`src/rtl/regwb_sched.sv`:
```
// Writeback scheduler for the dual-port register memory: one FIFO per issue
// lane, heads drive the write ports, same-register heads are serialized by age.

module regwb_lane #(
  parameter int DW    = 32,
  parameter int DEPTH = 2,
  parameter int SEQW  = 3
) (
  input  logic            clk,
  input  logic            reset_n,
  input  logic            push,
  input  logic [4:0]      push_reg,
  input  logic [DW-1:0]   push_data,
  input  logic [SEQW-1:0] push_seq,
  input  logic            pop,
  output logic            ready,
  output logic            head_vld,
  output logic [4:0]      head_reg,
  output logic [DW-1:0]   head_data,
  output logic [SEQW-1:0] head_seq,
  output logic [31:0]     busy
);
  localparam int PW = (DEPTH > 1) ? $clog2(DEPTH) : 1;

  logic [DEPTH-1:0][4:0]      reg_q;
  logic [DEPTH-1:0][DW-1:0]   data_q;
  logic [DEPTH-1:0][SEQW-1:0] seq_q;
  logic [DEPTH-1:0]           vld_q, push_m, pop_m;
  logic [PW-1:0]              rd_ptr, wr_ptr;
  logic [PW:0]                cnt_q;

  assign ready     = (cnt_q != (PW+1)'(DEPTH));
  assign head_vld  = |cnt_q;
  assign head_reg  = reg_q[rd_ptr];
  assign head_data = data_q[rd_ptr];
  assign head_seq  = seq_q[rd_ptr];
  assign push_m    = push ? (DEPTH'(1) << wr_ptr) : '0;
  assign pop_m     = pop  ? (DEPTH'(1) << rd_ptr) : '0;

  // Per-entry valid bits exist only to build the busy vector.
  always_comb begin
    busy = '0;
    for (int i = 0; i < DEPTH; i++)
      if (vld_q[i]) busy[reg_q[i]] = 1'b1;
  end

  always_ff @(posedge clk or negedge reset_n) begin
    if (!reset_n) begin
      reg_q  <= '0;
      data_q <= '0;
      seq_q  <= '0;
      vld_q  <= '0;
      rd_ptr <= '0;
      wr_ptr <= '0;
      cnt_q  <= '0;
    end else begin
      if (push) begin
        reg_q[wr_ptr]  <= push_reg;
        data_q[wr_ptr] <= push_data;
        seq_q[wr_ptr]  <= push_seq;
        wr_ptr         <= wr_ptr + 1'b1;
      end
      if (pop) rd_ptr <= rd_ptr + 1'b1;
      vld_q <= (vld_q & ~pop_m) | push_m;
      case ({push, pop})
        2'b10:   cnt_q <= cnt_q + 1'b1;
        2'b01:   cnt_q <= cnt_q - 1'b1;
        default: cnt_q <= cnt_q;
      endcase
    end
  end
endmodule

module regwb_sched #(
  parameter int DW    = 32,
  parameter int DEPTH = 2,
  parameter int SEQW  = 3
) (
  input  logic          clk,
  input  logic          reset_n,
  input  logic          in0_valid,
  output logic          in0_ready,
  input  logic [4:0]    in0_reg,
  input  logic [DW-1:0] in0_data,
  input  logic          in1_valid,
  output logic          in1_ready,
  input  logic [4:0]    in1_reg,
  input  logic [DW-1:0] in1_data,
  output logic          regwrite,
  output logic [4:0]    wrreg,
  output logic [DW-1:0] wrdata,
  output logic          regwrite1,
  output logic [4:0]    wrreg1,
  output logic [DW-1:0] wrdata1,
  output logic [31:0]   busy,
  output logic          idle
);
  localparam int NUM_LANES = 2;

  logic [NUM_LANES-1:0]                 vin, rdy, push, pop, hv;
  logic [NUM_LANES-1:0][4:0]            preg, hreg;
  logic [NUM_LANES-1:0][DW-1:0]         pdata, hdata;
  logic [NUM_LANES-1:0][SEQW-1:0]       hseq;
  logic [NUM_LANES-1:0][31:0]           lbusy;
  logic [SEQW-1:0]                      seq_q, age;
  logic                                 same, older0;

  assign vin   = {in1_valid, in0_valid};
  assign preg  = {in1_reg, in0_reg};
  assign pdata = {in1_data, in0_data};

  for (genvar l = 0; l < NUM_LANES; l++) begin : g_lane
    // r0 writes are accepted but swallowed here.
    assign push[l] = vin[l] & rdy[l] & (|preg[l]);
    regwb_lane #(.DW(DW), .DEPTH(DEPTH), .SEQW(SEQW)) u_lane (
      .clk(clk), .reset_n(reset_n),
      .push(push[l]), .push_reg(preg[l]), .push_data(pdata[l]), .push_seq(seq_q),
      .pop(pop[l]), .ready(rdy[l]),
      .head_vld(hv[l]), .head_reg(hreg[l]), .head_data(hdata[l]), .head_seq(hseq[l]),
      .busy(lbusy[l])
    );
  end

  // Wrapped age compare: lane 0 is older when seq0 - seq1 <= 0 as signed.
  assign age    = hseq[0] - hseq[1];
  assign older0 = age[SEQW-1] | ~(|age);
  assign same   = hv[0] & hv[1] & (hreg[0] == hreg[1]);
  assign pop[0] = hv[0] & (~same | older0);
  assign pop[1] = hv[1] & (~same | ~older0);

  assign regwrite  = pop[0];
  assign wrreg     = pop[0] ? hreg[0]  : '0;
  assign wrdata    = pop[0] ? hdata[0] : '0;
  assign regwrite1 = pop[1];
  assign wrreg1    = pop[1] ? hreg[1]  : '0;
  assign wrdata1   = pop[1] ? hdata[1] : '0;

  assign in0_ready = rdy[0];
  assign in1_ready = rdy[1];
  assign busy      = lbusy[0] | lbusy[1];
  assign idle      = ~hv[0] & ~hv[1];

  always_ff @(posedge clk or negedge reset_n) begin
    if (!reset_n)   seq_q <= '0;
    else if (|push) seq_q <= seq_q + 1'b1;
  end
endmodule

```
`config.mk`:
```
export PLATFORM = sky130hd
export DESIGN_NAME = regwb_sched
export DESIGN_NICKNAME = d
export VERILOG_FILES = /design/src/rtl/regwb_sched.sv
export SDC_FILE = /design/constraint.sdc
export NUM_CORES = 1
export LEC_CHECK = 0
export ABC_CLOCK_PERIOD_IN_PS = 4500
export CORE_MARGIN = 2
export CORE_UTILIZATION = 45
export CTS_CLUSTER_SIZE = 16
export DETAILED_ROUTE_END_ITERATION = 6
export HOLD_SLACK_MARGIN = 0.1
export PLACE_DENSITY = 0.72
export SLEW_MARGIN = 40
export SYNTH_ARGS = -nofsm -noshare
export SYNTH_HDL_FRONTEND = slang
export SYNTH_SLANG_ARGS = --single-unit
```
`constraint.sdc`:
```
create_clock -name clk -period 4.5 [get_ports clk]
set_input_delay 0.675 -clock clk [delete_from_list [all_inputs] [get_ports clk]]
set_output_delay 0.675 -clock clk [all_outputs]
set_load 0.005 [all_outputs]
```
After elaboration in Yosys (flattened, before gate mapping). Cells that the tools add are included.

Mux-type cells: 52. Reductions and logical operators: 14. Add/subtract/negate cells: 10. Shifts and indexed selects: 4. Equal/unequal tests: 7. Bitwise logic cells: 26. Order comparisons: 14.

Operator list (number): 32-bit two-way mux (12); 64-bit bitwise mux (2); 32-bit bitwise OR (3); 32-bit demux with 1-bit select (2); 5-bit two-way mux (8); 5-bit by 6-bit less-than comparator with 1-bit output, second input constant (4); 10-bit bitwise mux (2); 1-bit demux with 5-bit select (4); 5-bit by 1-bit >= comparator with 1-bit output, second input constant (4); 3-bit two-way mux (6); 6-bit bitwise mux (2); 5-bit demux with 1-bit select (2); 5-bit OR reduction (2); 1-bit AND (9); 1-bit by 2-bit less-than comparator with 1-bit output, second input constant (4); 2-bit two-way mux (4); 2-bit case mux with 2 select lines (2); 1-bit by 1-bit << shifter with 2-bit output, first input constant (4); 3-bit demux with 1-bit select (2); 1-bit logical AND (6); 2-bit OR reduction (3); 5-bit equality test (1); 1-bit NOT (5); 1-bit adder, second input constant (4); other kinds (15) (30).

Register bits: 175. Input port bits: 78.

Depth between registers and ports, before layout. Gate-level depths: netlist of run 1.

Word-level depth: 13. Depth in mapped cells: 16.

By module. Synthesis of run 1 repeated with hierarchy kept, for this count alone.

Cell total of the unflattened synthesis: 760. Area total of the unflattened synthesis: 9250.1 µm².

Modules (own cells, without submodules): regwb_lane at g_lane[1].u_lane (area each 4102.7 µm², sequential area each 2152.1 µm², cells an instance 303, times used 1); regwb_lane at g_lane[0].u_lane (area each 4101.4 µm², sequential area each 2152.1 µm², cells an instance 303, times used 1); regwb_sched (area each 1046.0 µm², sequential area each 75.1 µm², cells an instance 154, times used 1).

Worst setup path after synthesis of run 1. No wires, ideal clock.

Path type: register to output. From: register g_lane[0].u_lane.rd_ptr. To: output wrdata[27]. Arrival: 3.062 ns. Slack: 0.763 ns. Data required time: 3.825 ns. Buffers on the path: 5. Stages on the path, launching flop included: 13. Cell sequence: dfrtp_1 -> buf_6 -> buf_2 -> buf_1 -> mux2i_1 -> ha_1 -> fa_1 -> xnor2_1 -> mux2_2 -> a31o_2 -> buf_6 -> buf_6 -> nor2_1.

Longest elaborated chain between the ends: 9. Elaborated cells between the ends (all ways): 16. Those cells by class: add/sub (1); eq/ne (1); mux (7); bitwise (6); reduce/logical (1).

RTL lines: start, declared (line 29) `logic [PW-1:0] rd_ptr, wr_ptr;`; start signal, assigned (line 63) `if (pop) rd_ptr <= rd_ptr + 1'b1;`; 3-bit two-way mux (implied by the code) (2 in a row) (line 36) `assign head_seq = seq_q[rd_ptr];`; 3-bit subtractor (line 125) `assign age = hseq[0] - hseq[1];`; 3-bit OR reduction (line 126) `assign older0 = age[SEQW-1] | ~(|age);`; 1-bit NOT (line 126); 1-bit bitwise OR (line 126); 1-bit bitwise OR (line 128) `assign pop[0] = hv[0] & (~same | older0);`; 1-bit AND (line 128); 32-bit two-way mux * (line 133) `assign wrdata = pop[0] ? hdata[0] : '0;`; end, declared (line 91) `output logic [DW-1:0] wrdata,`.

Mark *: on every way between the ends. The rest lies on a longest branch, timed or not. The select of a mux whose other input is x is not followed.

Worst setup path after layout of run 1.
From: register g_lane[0].u_lane.rd_ptr. To: output wrdata[4].

Same word-level chain as after synthesis.

==> impl_metrics.tcl, run 1 <==
set metrics [dict create \
    nFillCells 1653 \
    max_cap_violations 0 \
    synth_edf_count 0 \
    wirelength_mm 21.72 \
    placed_cells 1156 \
    setup_ws_ns 0.2862 \
    rows 51 \
    total_power_mw 9.493 \
    dieArea_mm2 0.02112 \
    critical_path_class "reg2out" \
    dr.first_iter.drc_count 360 \
    htreeDepth 4 \
    async_reset_ff_frac 1.000 \
    firstDrtPassIters 5 \
    critical-path-max-stage-delay_ns 0.58 \
    min_path_type "in2async" \
    max_freq_mhz 237.3 \
    ff_latch_area_mm2 0.004382 \
    initial_utilization 0.4603 \
    synth_cell_type_count 45 \
    cts_tree "done" \
    p_int_mw 6.102 \
    power_frac_seq 0.317 \
    crit_arrival_ns 3.54 \
    pwr-share-clk 0.152 \
    crit_buf_inv 3 \
    crit_path_frequent_cell "mux2_2" \
    grt_max_degree 99 \
    min_period_ns 4.214 \
    place_ws_ns 0.5301 \
    drive_above_1_share 0.2297 \
    io_buffers 188 \
    grt_setup_unrepaired "no" \
    multi_input_comb_area_mm2 0.004285 \
    setup_viol 0 \
    diodes 0 \
    syn_area_per_cell_um2 12.10 \
    synthFlopType "dfrtp_1" \
    slew_headroom 0.5125 \
    ys_seq_area_frac 0.4872 \
    postRouteAntennaNets 0 \
    peakVddDrop_mv 0.3758 \
    grt.overflow.total 0 \
    design.core.area_mm2 0.01953 \
    cp.required_ns 3.83 \
    finalMaxSlewViolations 0 \
    synthCells 743 \
    setup_tns_ns 0 \
    cp-start-kind "register" \
    slowest_stage "buf_4" \
    cts_sinks 175 \
    worst_pin_slew_ns 0.7312 \
    root_buffer "clkbuf_16" \
    vias 6473 \
    skew_ns 0.01077 \
    synth_nets 826 \
    cts_buffer_depth 2 \
    grt_use_total 0.2061 \
    crit_chain "buf_4, mux2_2, a21boi_0, mux2_2, a31o_4, buf_12, nor2_1, clkdlybuf4s50_1" \
    ys.warnings.count 0 \
    clock_latency_ns 0.42 \
    routed_via_density 5.449 \
    hold_viol 0 \
    pwr-share-comb 0.531 \
    crit_path_max_fanout 34 \
    p_sw_mw 3.391 \
    die_x_um 145.3 \
    antenna_found_initial 0 \
    drc 0 \
    layout.cells.non_filler 1188 \
    swShare 0.3572 \
    ctsHoldBuffers 0 \
    power_density_mw_per_mm2 817.4 \
    p_leak_nw 4.876 \
    wl_per_cell_um 18.28 \
    die_h_um 145.3 \
    syn_area_mm2 0.008989 \
    status "finished, final reports clean" \
    io_pins 189 \
    crit_path_end_kind "primary output" \
    synth-seq-cells 175 \
    syn2layout_area_growth_pct 29.20 \
    hpwlAfterDp_mm 15.26 \
    cp_top_family "buffers and inverters" \
    fin_crit_sh 0.9364 \
    grt_pass1_wl_mm 35.15 \
    path_clk_slew_ns 0.06 \
    numCtsBuffers 17 \
    nets 994 \
    place.gp.congestion 0.9253 \
    first_global_vias 6525 \
]
[power by group through the flow]
stage / clock (mW) / combinational, mW / sequential [mW]
floorplan: 0 / 3.19 / 2.73
global placement: 0 / 4.98 / 2.99
detailed placement: 0 / 5.03 / 3.04
CTS: 1.48 / 5.06 / 3.01
global route: 1.56 / 5.44 / 3.12
finish: 1.45 / 5.04 / 3.00
[cells by family after synthesis]
logic type	share of synthesized area
AO/OA/AOI/OAI	0.06695
XOR/XNOR	0.01559
adder cells (fa/ha/maj)	0.007795
buffers and inverters	0.03870
flip-flops	0.4872
multiplexers	0.2936
AND/OR/NAND/NOR	0.09020
[worst register-to-register path, cell delays in order, from the launching register on]
cell	delay (ns)
dfrtp_2	0.52
buf_4	0.58
mux2_2	0.44
a21boi_0	0.14
mux2i_1	0.26
a31o_2	0.42
inv_1	0.11
ha_1	0.34
nor2_1	0.14
xor2_1	0.15
[worst paths after layout]
check / startpoint / endpoint / slack [ns] / cells past startpoint
worst min-delay path: reset_n / g_lane[1].u_lane.data_q[14] / 0.26 / 1
worst max register to register: g_lane[0].u_lane.rd_ptr / g_lane[1].u_lane.cnt_q[1] / 1.32 / 9
max in group asynchronous: reset_n / g_lane[0].u_lane.rd_ptr / 3.19 / 2
worst min register to register: g_lane[1].u_lane.data_q[7] / g_lane[1].u_lane.data_q[7] / 0.49 / 1
worst max-delay path: g_lane[0].u_lane.rd_ptr / wrdata[4] / 0.29 / 8
min in group clk: g_lane[1].u_lane.data_q[7] / g_lane[1].u_lane.data_q[7] / 0.49 / 1
[what timing repair did]
action | CTS | global route
gates resized for setup | 0 | 1
setup endpoints to repair | 0 | 27
setup buffers | 0 | 1
[cells in the mapped netlist (all sizes together), types with 4 or more instances]
master  count  share of area
or3b        5         0.0049
nor2       92          0.038
nand2      21         0.0088
o221ai     11          0.011
xnor2       8         0.0078
dfrtp     175           0.49
and3b       4         0.0039
inv         7         0.0029
buf        34          0.028
a221o      14          0.016
nand3       5         0.0028
mux2i      78          0.087
nand3b     10         0.0084
nor3b       8         0.0067
o22ai      14         0.0097
a22oi      11         0.0092
a21oi       8         0.0045
nor3        5         0.0033
xor2        8         0.0078
ha          4         0.0056
clkbuf     18         0.0077
o211ai      9         0.0086
o21ai       5         0.0028
mux2      165           0.21
and3        4         0.0028
[area by class of cell]
| type | instances | area share |
|---|---|---|
| clock buffers | 20 | 0.03846 |
| multi-input cells | 509 | 0.3690 |
| well taps | 265 | 0.02855 |
| inverters | 7 | 0.002262 |
| flip-flops and latches | 175 | 0.3773 |
| clock inverters | 11 | 0.01142 |
| repair buffers | 201 | 0.1730 |
[cell usage in the layout, fill, tap and decap left out, types with 8 or more instances in the layout]
master	count
xnor2_1	8
mux2_1	15
o221ai_1	11
a22oi_1	11
clkdlybuf4s50_1	187
nand2_1	19
xor2_1	8
a21oi_1	8
o22ai_1	14
mux2_2	150
mux2i_1	78
nand3b_1	10
a221o_1	14
nor2_1	92
dfrtp_1	173
buf_4	11
clkbuf_16	17
nor3b_1	8
[metal layers]
metal  vias to the layer above  wire (um)  global-route usage
li1                       3020          -                   -
met1                      3245       9490              0.2762
met2                       182      10780              0.3457
met3                        26       1005             0.03448
met4                         0        444             0.06176
met5                         -          0                   0
[sequential cells by signal (all words and copies together), names as in the netlist]
name / cells
g_lane.u_lane.vld_q: 4
g_lane.u_lane.reg_q: 20
g_lane.u_lane.seq_q: 12
seq_q: 3
g_lane.u_lane.cnt_q: 4
g_lane.u_lane.rd_ptr: 2
g_lane.u_lane.data_q: 128
g_lane.u_lane.wr_ptr: 2
[per-stage QoR]
stage | hold WS [ns] | util | area [um2]
6_report | 0.2592 | 0.5948 | 11610
2_1_floorplan | 0.3794 | - | 8989
5_1_grt | 0.3339 | 0.5948 | 11610
4_1_cts | 0.3055 | 0.5939 | 11600
3_5_place_dp | 0.4809 | 0.5643 | 11020
3_3_place_gp | 0.4724 | 0.5636 | 11000
(Power assumes the default switching activity.)
==> inputs of run 2 (changes only) <==
--- a/config.mk
+++ b/config.mk
@@ -5,7 +5,6 @@
 export SDC_FILE = /design/constraint.sdc
 export NUM_CORES = 1
 export LEC_CHECK = 0
-export ABC_CLOCK_PERIOD_IN_PS = 4500
 export CORE_MARGIN = 2
 export CORE_UTILIZATION = 45
 export CTS_CLUSTER_SIZE = 16
==> results of run 2 <==
Same layout as run 1: the final DEF is identical, and so are final timing and power.
==> inputs of run 3 (changes only) <==
--- a/config.mk
+++ b/config.mk
@@ -11,7 +11,7 @@
 export DETAILED_ROUTE_END_ITERATION = 6
 export HOLD_SLACK_MARGIN = 0.1
 export PLACE_DENSITY = 0.72
-export SLEW_MARGIN = 40
+export SLEW_MARGIN = 20
 export SYNTH_ARGS = -nofsm -noshare
 export SYNTH_HDL_FRONTEND = slang
 export SYNTH_SLANG_ARGS = --single-unit
==> run 3 against run 2 <==
Net effect: critical path depth is 1 higher; hold slack better by 0.073 ns; count of clock-buffer cells in the layout unchanged; global-route usage rose by 0.17 points; clock skew about the same; sequential cell count is the same; largest cell class unchanged; largest power group unchanged; highest routed layer unchanged.
==> impl_metrics.tcl, run 3 (same netlist as run 1, synthesis figures left out) <==
set metrics [dict create \
    status "finished, final reports clean" \
    wl_per_cell_um 18.26 \
    drc 0 \
    total_power_mw 9.619 \
    nets 993 \
    cts_resized 0 \
    crit_path_end_kind "primary output" \
    crit_arrival_ns 3.64 \
    firstDrtPassIters 4 \
    dieArea_mm2 0.02112 \
    grt_use_total 0.2078 \
    final_common_cell "clkdlybuf4s50_1" \
    design_area_mm2 0.01166 \
    rows 51 \
    syn2layout_area_growth_pct 29.69 \
    clock_latency_ns 0.42 \
    cp-start-kind "register" \
    die_x_um 145.3 \
    max_freq_mhz 231.9 \
    peakVddDrop_mv 0.3628 \
    initial_utilization 0.4603 \
    design.core.area_mm2 0.01953 \
    io_pins 189 \
    critical_path_class "reg2out" \
    hold_viol 0 \
    grt_max_degree 99 \
    skew_ns 0.01100 \
    power_density_mw_per_mm2 825.2 \
    regToRegStartpoint "g_lane[1].u_lane.rd_ptr" \
    wirelength_mm 21.70 \
    p_leak_nw 4.907 \
    largest_register_ffs 128 \
    die_h_um 145.3 \
    drive_above_1_share 0.2297 \
    place_ws_ns 0.5257 \
    io_buffers 188 \
    cts_buffer_depth 2 \
    cp.required_ns 3.83 \
    hpwlAfterDp_mm 15.23 \
    crit_path_start "g_lane[1].u_lane.rd_ptr" \
    min_path_type "in2async" \
    slew_headroom 0.2768 \
    post_cts_buffers 0 \
    dr.first_iter.drc_count 337 \
    place_area_mm2 0.01100 \
    routed_via_density 5.484 \
    diodes 0 \
    antenna_found_initial 0 \
    numCtsBuffers 17 \
    path_clk_slew_ns 0.07 \
    top_register "g_lane.u_lane.data_q" \
    first_global_vias 6543 \
    layout_common_cells "clkdlybuf4s50_1, dfrtp_1, mux2_2" \
    grt_pass1_wl_mm 35.25 \
    min_period_ns 4.312 \
    root_buffer "clkbuf_16" \
    setup_ws_ns 0.1882 \
    setup_tns_ns 0 \
    top_regs "g_lane.u_lane.data_q: 128 flops, g_lane.u_lane.reg_q: 20 flops, g_lane.u_lane.seq_q: 12 flops" \
    crit_path_max_fanout 23 \
    worst_pin_slew_ns 1.077 \
    postRouteAntennaNets 0 \
    vias 6515 \
    cts_sinks 175 \
    fin_crit_sh 0.9582 \
    htreeDepth 4 \
    max_cap_violations 0 \
    grt.overflow.total 0 \
    cts_tree "done" \
    ctsHoldBuffers 0 \
    finalMaxSlewViolations 0 \
    grt_setup_unrepaired "no" \
    place.gp.congestion 0.9253 \
    setup_viol 0 \
]
[run 3: path summary, 6_finish.rpt]
kind                                               end  slack (ns)  depth (start not counted)
hold reg to reg             g_lane[1].u_lane.data_q[2]        0.49                          1
min in group clk            g_lane[1].u_lane.data_q[2]        0.49                          1
setup / recovery                             wrdata[9]        0.19                          9
setup reg to reg             g_lane[1].u_lane.cnt_q[1]        1.33                         11
hold / removal             g_lane[1].u_lane.data_q[20]        0.33                          1
max in group asynchronous      g_lane[0].u_lane.rd_ptr        3.06                          2
[run 3: where the power goes]
part	leakage [nW]	switching (mW)	total [mW]	internal, mW
combinational	2.54	2.18	5.05	2.88
sequential	2.06	0.615	3.01	2.39
clock	0.309	0.636	1.56	0.920
[run 3: area by class of cell]
cell class	instances	area, um2
fillers	1635	7869
clock buffers	20	456.7
clock inverters	12	171.4
repair buffers	200	1998
well taps	265	331.6
inverters	7	26.28
flip-flops and latches	175	4382
multi-input cells	509	4292
[run 3: routing by layer]
metal	global-route usage	routed length, um
met1	0.2751	9494
met2	0.3410	10600
met3	0.04326	1071
met4	0.07255	532
met5	0	0
[run 3: metrics by stage]
step                      hold WS, ns  instances  utilization
final                          0.3323       1188       0.5970
after global routing           0.4046       1188       0.5970
after CTS                      0.3738       1188       0.5957
after detailed placement       0.4809       1156       0.5636
after global placement         0.4724       1156       0.5636
after floorplan                0.3794        743            -
[run 3: worst max-delay path, cell delays in order (launching register included)]
cell             delay, ns
dfrtp_2               0.51
mux2_2                0.37
ha_1                  0.19
fa_1                  0.41
xnor2_2               0.21
mux2_2                0.39
a31o_4                0.32
buf_12                0.19
nor2_1                0.12
clkdlybuf4s50_1       0.51
